$ cat config.mk
export PLATFORM = sky130hd
export DESIGN_NAME = gshare_branch_predictor
export DESIGN_NICKNAME = d
export VERILOG_FILES = /design/src/rtl/gshare_branch_predictor.sv
export SDC_FILE = /design/constraint.sdc
export NUM_CORES = 2
export LEC_CHECK = 0
export BUFFER_PORTS_ARGS = -buffer_cell sky130_fd_sc_hd__buf_2
export CORE_MARGIN = 3
export CORE_UTILIZATION = 56
export DETAILED_ROUTE_END_ITERATION = 6
export GPL_ROUTABILITY_DRIVEN = 1
export PLACE_DENSITY = 0.86
export SETUP_SLACK_MARGIN = 0.1
export SYNTH_ARGS = -nofsm -noshare
export SYNTH_HDL_FRONTEND = slang
export SYNTH_SLANG_ARGS = --single-unit
$ cat constraint.sdc
create_clock -name clk -period 2.8 [get_ports clk]
set_input_delay 0 -clock clk [delete_from_list [all_inputs] [get_ports clk]]
set_output_delay 0 -clock clk [all_outputs]
set_load 0.05 [all_outputs]
$ cat src/rtl/gshare_branch_predictor.sv
// -----------------------------------------------------------------------------
// gshare_branch_predictor
//
// Fetch-stage next-PC predictor. A global branch history register (BHR) is
// XORed with the PC word index to select a 2-bit saturating counter (BHT). A
// direct-mapped branch target buffer (BTB) supplies the taken target. Lookup
// is purely combinational. Training arrives from EX with the BHR value that
// was used at prediction time, so the counter that made the prediction is the
// one that gets trained.
//
// Ports
//   clk             clock, all state updates on the rising edge
//   reset           asynchronous active-low reset
//   current_pc      fetch PC
//   pred_next_pc    predicted next fetch PC
//   pred_taken      BTB hit and counter MSB set
//   pred_bhr        BHR value used for this prediction (carried to EX)
//   update_valid    EX resolves an instruction this cycle
//   is_control_inst resolved instruction is a branch/jump
//   update_pc       PC of the resolved instruction
//   update_bhr      pred_bhr that travelled with that instruction
//   actual_taken    resolved direction
//   actual_target   resolved target
// -----------------------------------------------------------------------------
module gshare_branch_predictor #(
   parameter int INDEX_BITS = 5,
   parameter int PC_WIDTH   = 32
) (
   input  logic                  clk,
   input  logic                  reset,
   input  logic [PC_WIDTH-1:0]   current_pc,
   output logic [PC_WIDTH-1:0]   pred_next_pc,
   output logic                  pred_taken,
   output logic [INDEX_BITS-1:0] pred_bhr,
   input  logic                  update_valid,
   input  logic                  is_control_inst,
   input  logic [PC_WIDTH-1:0]   update_pc,
   input  logic [INDEX_BITS-1:0] update_bhr,
   input  logic                  actual_taken,
   input  logic [PC_WIDTH-1:0]   actual_target
);

   localparam int ENTRIES = 1 << INDEX_BITS;
   localparam int TAG_W   = PC_WIDTH - INDEX_BITS - 2;

   // Read views of the per-entry storage held in the generate blocks below.
   logic [1:0]          bht_ctr   [ENTRIES];
   logic                btb_valid [ENTRIES];
   logic [TAG_W-1:0]    btb_tag   [ENTRIES];
   logic [PC_WIDTH-1:0] btb_tgt   [ENTRIES];

   logic [INDEX_BITS-1:0] bhr_q, bhr_d;

   // ---------------------------------------------------------------- lookup
   logic [INDEX_BITS-1:0] lk_btb_idx, lk_bht_idx;
   logic [TAG_W-1:0]      lk_tag;
   logic                  lk_hit;

   assign lk_btb_idx = current_pc[INDEX_BITS+1:2];
   assign lk_tag     = current_pc[PC_WIDTH-1:INDEX_BITS+2];
   assign lk_bht_idx = lk_btb_idx ^ bhr_q;
   assign lk_hit     = btb_valid[lk_btb_idx] && (btb_tag[lk_btb_idx] == lk_tag);

   assign pred_taken   = lk_hit && bht_ctr[lk_bht_idx][1];
   assign pred_next_pc = pred_taken ? btb_tgt[lk_btb_idx] : current_pc + PC_WIDTH'(4);
   assign pred_bhr     = bhr_q;

   // ---------------------------------------------------------------- update
   logic                  upd_en;
   logic                  upd_btb_wr;
   logic [INDEX_BITS-1:0] upd_btb_idx, upd_bht_idx;
   logic [TAG_W-1:0]      upd_tag;
   logic [1:0]            upd_ctr, ctr_d;

   assign upd_en      = update_valid && is_control_inst;
   assign upd_btb_wr  = upd_en && actual_taken;
   assign upd_btb_idx = update_pc[INDEX_BITS+1:2];
   assign upd_tag     = update_pc[PC_WIDTH-1:INDEX_BITS+2];
   // Index with the history the prediction used, not the current BHR.
   assign upd_bht_idx = upd_btb_idx ^ update_bhr;
   assign upd_ctr     = bht_ctr[upd_bht_idx];

   always_comb begin
      ctr_d = upd_ctr;
      if (actual_taken) begin
         if (upd_ctr != 2'b11) ctr_d = upd_ctr + 2'd1;
      end else begin
         if (upd_ctr != 2'b00) ctr_d = upd_ctr - 2'd1;
      end
   end

   // History is non-speculative: it only shifts on resolved control flow.
   assign bhr_d = {bhr_q[INDEX_BITS-2:0], actual_taken};

   always_ff @(posedge clk or negedge reset) begin
      if (!reset) begin
         bhr_q <= '0;
      end else if (upd_en) begin
         bhr_q <= bhr_d;
      end
   end

   // ---------------------------------------------------------------- storage
   for (genvar gi = 0; gi < ENTRIES; gi++) begin : gen_entry
      logic [1:0]          ctr_q;
      logic                valid_q;
      logic [TAG_W-1:0]    tag_q;
      logic [PC_WIDTH-1:0] tgt_q;
      logic                bht_sel, btb_sel;

      assign bht_sel = upd_en     && (upd_bht_idx == INDEX_BITS'(gi));
      assign btb_sel = upd_btb_wr && (upd_btb_idx == INDEX_BITS'(gi));

      // Counters start weakly not-taken; valid bits clear on reset.
      always_ff @(posedge clk or negedge reset) begin
         if (!reset) begin
            ctr_q   <= 2'b01;
            valid_q <= 1'b0;
         end else begin
            if (bht_sel) ctr_q   <= ctr_d;
            if (btb_sel) valid_q <= 1'b1;
         end
      end

      // Tag and target are qualified by valid, so they need no reset.
      always_ff @(posedge clk) begin
         if (btb_sel) begin
            tag_q <= upd_tag;
            tgt_q <= actual_target;
         end
      end

      assign bht_ctr[gi]   = ctr_q;
      assign btb_valid[gi] = valid_q;
      assign btb_tag[gi]   = tag_q;
      assign btb_tgt[gi]   = tgt_q;
   end

   // Byte-offset bits of the PCs do not participate in indexing.
   logic unused_pc_bits;
   assign unused_pc_bits = ^{current_pc[1:0], update_pc[1:0]};

endmodule
==> summary.txt <==
Status
  • Status: complete, but fails checks
  • Failing checks: DRC, setup timing

Setup path
  • Crit path max-delay cell type: o211ai_1
  • Largest fanout on the critical path: 8
  • Worst Setup Path Type: flop to output port
  • Worst path depth: 13
  • Crit-path cells: mux4_2 -> a22o_1 -> a211o_1 -> and3_1 -> o211ai_1 -> nor4_4 -> nand4_1 -> buf_6 -> buf_16 -> buf_12 -> mux2_2 -> o211ai_2 -> buf_12
  • CP max stage delay: 0.64 ns
  • Data arrival, critical path: 4.49 ns
  • FF-to-FF path depth: 9
  • Setup crit end kind: output port
  • Bufs and invs on worst path: 4
  • Startpoint Class: flop
  • Critical Path Most Common Cell: buf_12
  • Critical path required time: 2.80 ns
  • Family with the most delay on the worst path: compound AO/OA/AOI/OAI gates

Finish
  • # nets final: 4,186
  • Layout cells sized above 1: 38.04%
  • Filler instances: 7,440
  • Cell Count, Final, Fillers Out: 6,009
  • Storage cell area: 57,340 µm²
  • Layout Utilization: 67.50%
  • Area of the multi-input gates: 18,890 µm²
  • Area grow syn2layout: 19.13%

CTS
  • CTS tree: built
  • Reg clk slew, reported paths: 0.06 ns
  • Clk_lat worst skew: 0.83 ns
  • CTS H-Tree Depth: 4
  • Number of buffers created by CTS: 180
  • Max Root-Sink Buffers: 3
  • CTS Root Cell: clkbuf_16
  • CTS Sinks: 1,925

Global route
  • Vias in the first global route: 45.51k
  • First-pass GRT wire length: 340.9 mm
  • Total track usage: 34.93%
  • Initial antenna violation count: 16
  • Total gr overflow: 0
  • Largest net degree at the start of global routing: 102

STA
  • Fmax: 0.2227 GHz
  • Slew HR: 31.47%
  • Worst clock skew: 0.03148 ns
  • Slew @ Worst Pin: 1.025 ns
  • Minimum clock period: 4.491 ns
  • Setup violators final: 91
  • Final Cycle Share: 160.4%
  • RSZ-0062 raised after global routing: yes
  • Final hold violations: 0
  • Sum Neg Setup Slack: -57.63 ns
  • Slew Viols, Final: 0
  • Worst Setup Slack, final: -1.691 ns

Floorplanning
  • Core box area: 134,000 µm²
  • # IOs: 144
  • Die extent in x: 374.2 µm
  • Die area: 140,000 µm²
  • Rows: 134
  • Die H: 374.2 µm
  • Initial Utilization: 56.66%

Logic synthesis
  • Yosys Warn Count: 0
  • Largest cells by area after synthesis: edfxtp_1, mux4_2, dfrtp_1
  • Ys async rst share: 5.247%
  • Main synth FF type: edfxtp_1
  • Post-synthesis xor/xnor area fraction: 0.5522%
  • Post-synthesis mux area share: 17.60%
  • Sequential-to-total area share from yosys stat: 75.54%
  • Number of synthesized register bits: 1,925
  • Unique cell type count in the Yosys netlist: 80
  • Synth Cell Area: 75,910 µm²
  • Post-Synth Simple-Gate Area: 2.410%
  • Synth area leader: edfxtp_1
  • Average size of a mapped cell: 22.05 µm²
  • EDFF count, synth: 1,824
  • Synth Area in Compound Gates: 2.543%
  • Share of the synthesized area in the top cell type: 72.16%
  • Synth Area in Adders: 0.04286%
  • Syn_nets: 3,550
  • Largest family of logic cells by synthesized area: multiplexers
  • Post-Syn Instances: 3,443

Placed design
  • Inst Count DP: 5,567
  • HPWL after DPL: 122.6 mm
  • Place WS: -1.278 ns
  • Port Buffer Count: 141
  • GP Congestion: 0.8825

Power
  • Clock power frac: 39.4%
  • Sequential fraction of design power: 52.1%
  • Switching power: 14.38 mW
  • Share of total power in combinational logic: 8.5%
  • Power density over the cells: 682.6 nW/µm²
  • Sw Ratio: 23.30%
  • Worst vdd ir: 0.6789 mV
  • Pint: 47.35 mW
  • Leakage power: 29.94 nW
  • Total Power: 61.73 mW

Worst hold path
  • WHS Path Cells: 4
  • Hold crit path type: input pin to flop

Route
  • DRC errors left: 8
  • Routed Antenna Nets: 0
  • Vias per cell: 7.367
  • Vias after detailed routing: 44.27k
  • DR iter-0 viols: 8,549
  • Post-Route WL: 247.3 mm
  • DR WL/cell: 41.15 µm
  • Total iterations of the first detailed-routing run: 7

Flow run
  • # Max-Cap Violations: 0
## power groups by stage
stage	Combinational (mW)	Sequential, mW	Clock, mW
finish	5.27	32.2	24.3
global route	5.39	32.2	25.2
CTS	4.93	32.1	24.0
detailed placement	4.45	32.7	0
global placement	4.29	32.7	0
floorplan	2.37	32.7	0
## sequential cells by signal, summed over array words and instances (netlist names)
| name | flops |
|---|---|
| gen_entry.tag_q | 800 |
| pred_bhr | 5 |
| gen_entry.ctr_q | 64 |
| gen_entry.tgt_q | 1024 |
| gen_entry.valid_q | 32 |
## cells in the final DEF, fill, tap and decap left out, types with 30 or more instances in the layout
master and count:
clkbuf_1 40, edfxtp_1 1824, mux2_4 37, nor2_1 33, clkbuf_16 184, nand2_1 75
buf_2 103, buf_12 105, clkinv_2 32, clkinv_1 46, or2_2 36, dlygate4sd3_1 70
mux2i_1 123, mux2_2 41, mux4_2 498, buf_6 33, and2_1 37, dfstp_2 32
xor2_1 30, buf_4 310, dfrtp_1 69
## worst min-delay path, cell delays in order
cell    delay, ns
buf_2        0.14
buf_4        0.23
nor3_4       0.08
buf_12       0.17
## Yosys cell counts, types with 16 or more instances
| library cell | instances |
|---|---|
| a2111oi_0 | 16 |
| a211oi_2 | 25 |
| a21oi_1 | 33 |
| a22o_1 | 30 |
| and2_1 | 37 |
| buf_1 | 20 |
| buf_2 | 58 |
| buf_6 | 19 |
| clkbuf_1 | 66 |
| dfrtp_1 | 69 |
| dfstp_2 | 32 |
| edfxtp_1 | 1824 |
| mux2_2 | 78 |
| mux2i_1 | 124 |
| mux4_2 | 498 |
| nand2_1 | 78 |
| nand3_1 | 21 |
| nor2_1 | 58 |
| nor3_1 | 20 |
| o221ai_1 | 24 |
| o22ai_1 | 24 |
| or2_2 | 36 |
| xnor2_1 | 16 |
| xor2_1 | 30 |
## final cells by class
class	instances	share of cell area [%]
inverters	6	0.03182
flip-flops and latches	1925	63.41
multi-input cells	1333	20.89
clock buffers	224	5.258
repair buffers	633	6.921
clock inverters	103	0.9948
well taps	1768	2.446
diodes	17	0.04704
## worst paths after layout
kind	end	slack, ns	startpoint
worst min-delay path	gen_entry[0].tag_q[19]	0.02	update_pc[3]
worst min register to register	gen_entry[5].valid_q	0.47	gen_entry[5].valid_q
worst max-delay path	pred_next_pc[6]	-1.69	gen_entry[20].tag_q[6]
worst max register to register	gen_entry[8].ctr_q[1]	-0.13	gen_entry[6].ctr_q[1]
min in group asynchronous	gen_entry[3].ctr_q[1]	0.40	reset
max in group asynchronous	gen_entry[5].ctr_q[0]	2.00	reset
## kinds of logic (layout without fill, tap and decap cells)
group / after synthesis / count (layout)
simple gates: 342 / 342
xor+xnor: 47 / 47
buf+inv: 185 / 966
flops: 1925 / 1925
compound gates: 240 / 240
fa+ha+maj: 3 / 3
other cells: 0 / 17
mux: 701 / 701
## metrics by stage
step	hold slack (ns)	instance area, µm²
4_1_cts	0.009015	90000
2_1_floorplan	-0.2956	76060
5_1_grt	0.01855	90400
3_5_place_dp	0.09824	82550
6_report	0.01873	90430
3_3_place_gp	0.09796	82550
## metal layers
layer / vias up / share of wire, % / track usage (%)
met1: 22200 / 29 / 42.14
li1: 15830 / - / -
met3: 1297 / 16 / 12.06
met5: - / 0.035 / 0
met2: 4928 / 47 / 54.71
met4: 14 / 7.4 / 21.42
## timing repair
| item | in CTS | in global routing |
|---|---|---|
| hold buffers | 70 | 0 |
| gates cloned | 7 | 0 |
| buffers inserted | 13 | 11 |
| pin swaps | 28 | 28 |
| hold endpoints to repair | 1994 | 0 |
| gates resized for setup | 183 | 60 |
| endpoints found under the setup margin | 96 | 76 |
Power figures use the tool's default switching activity.
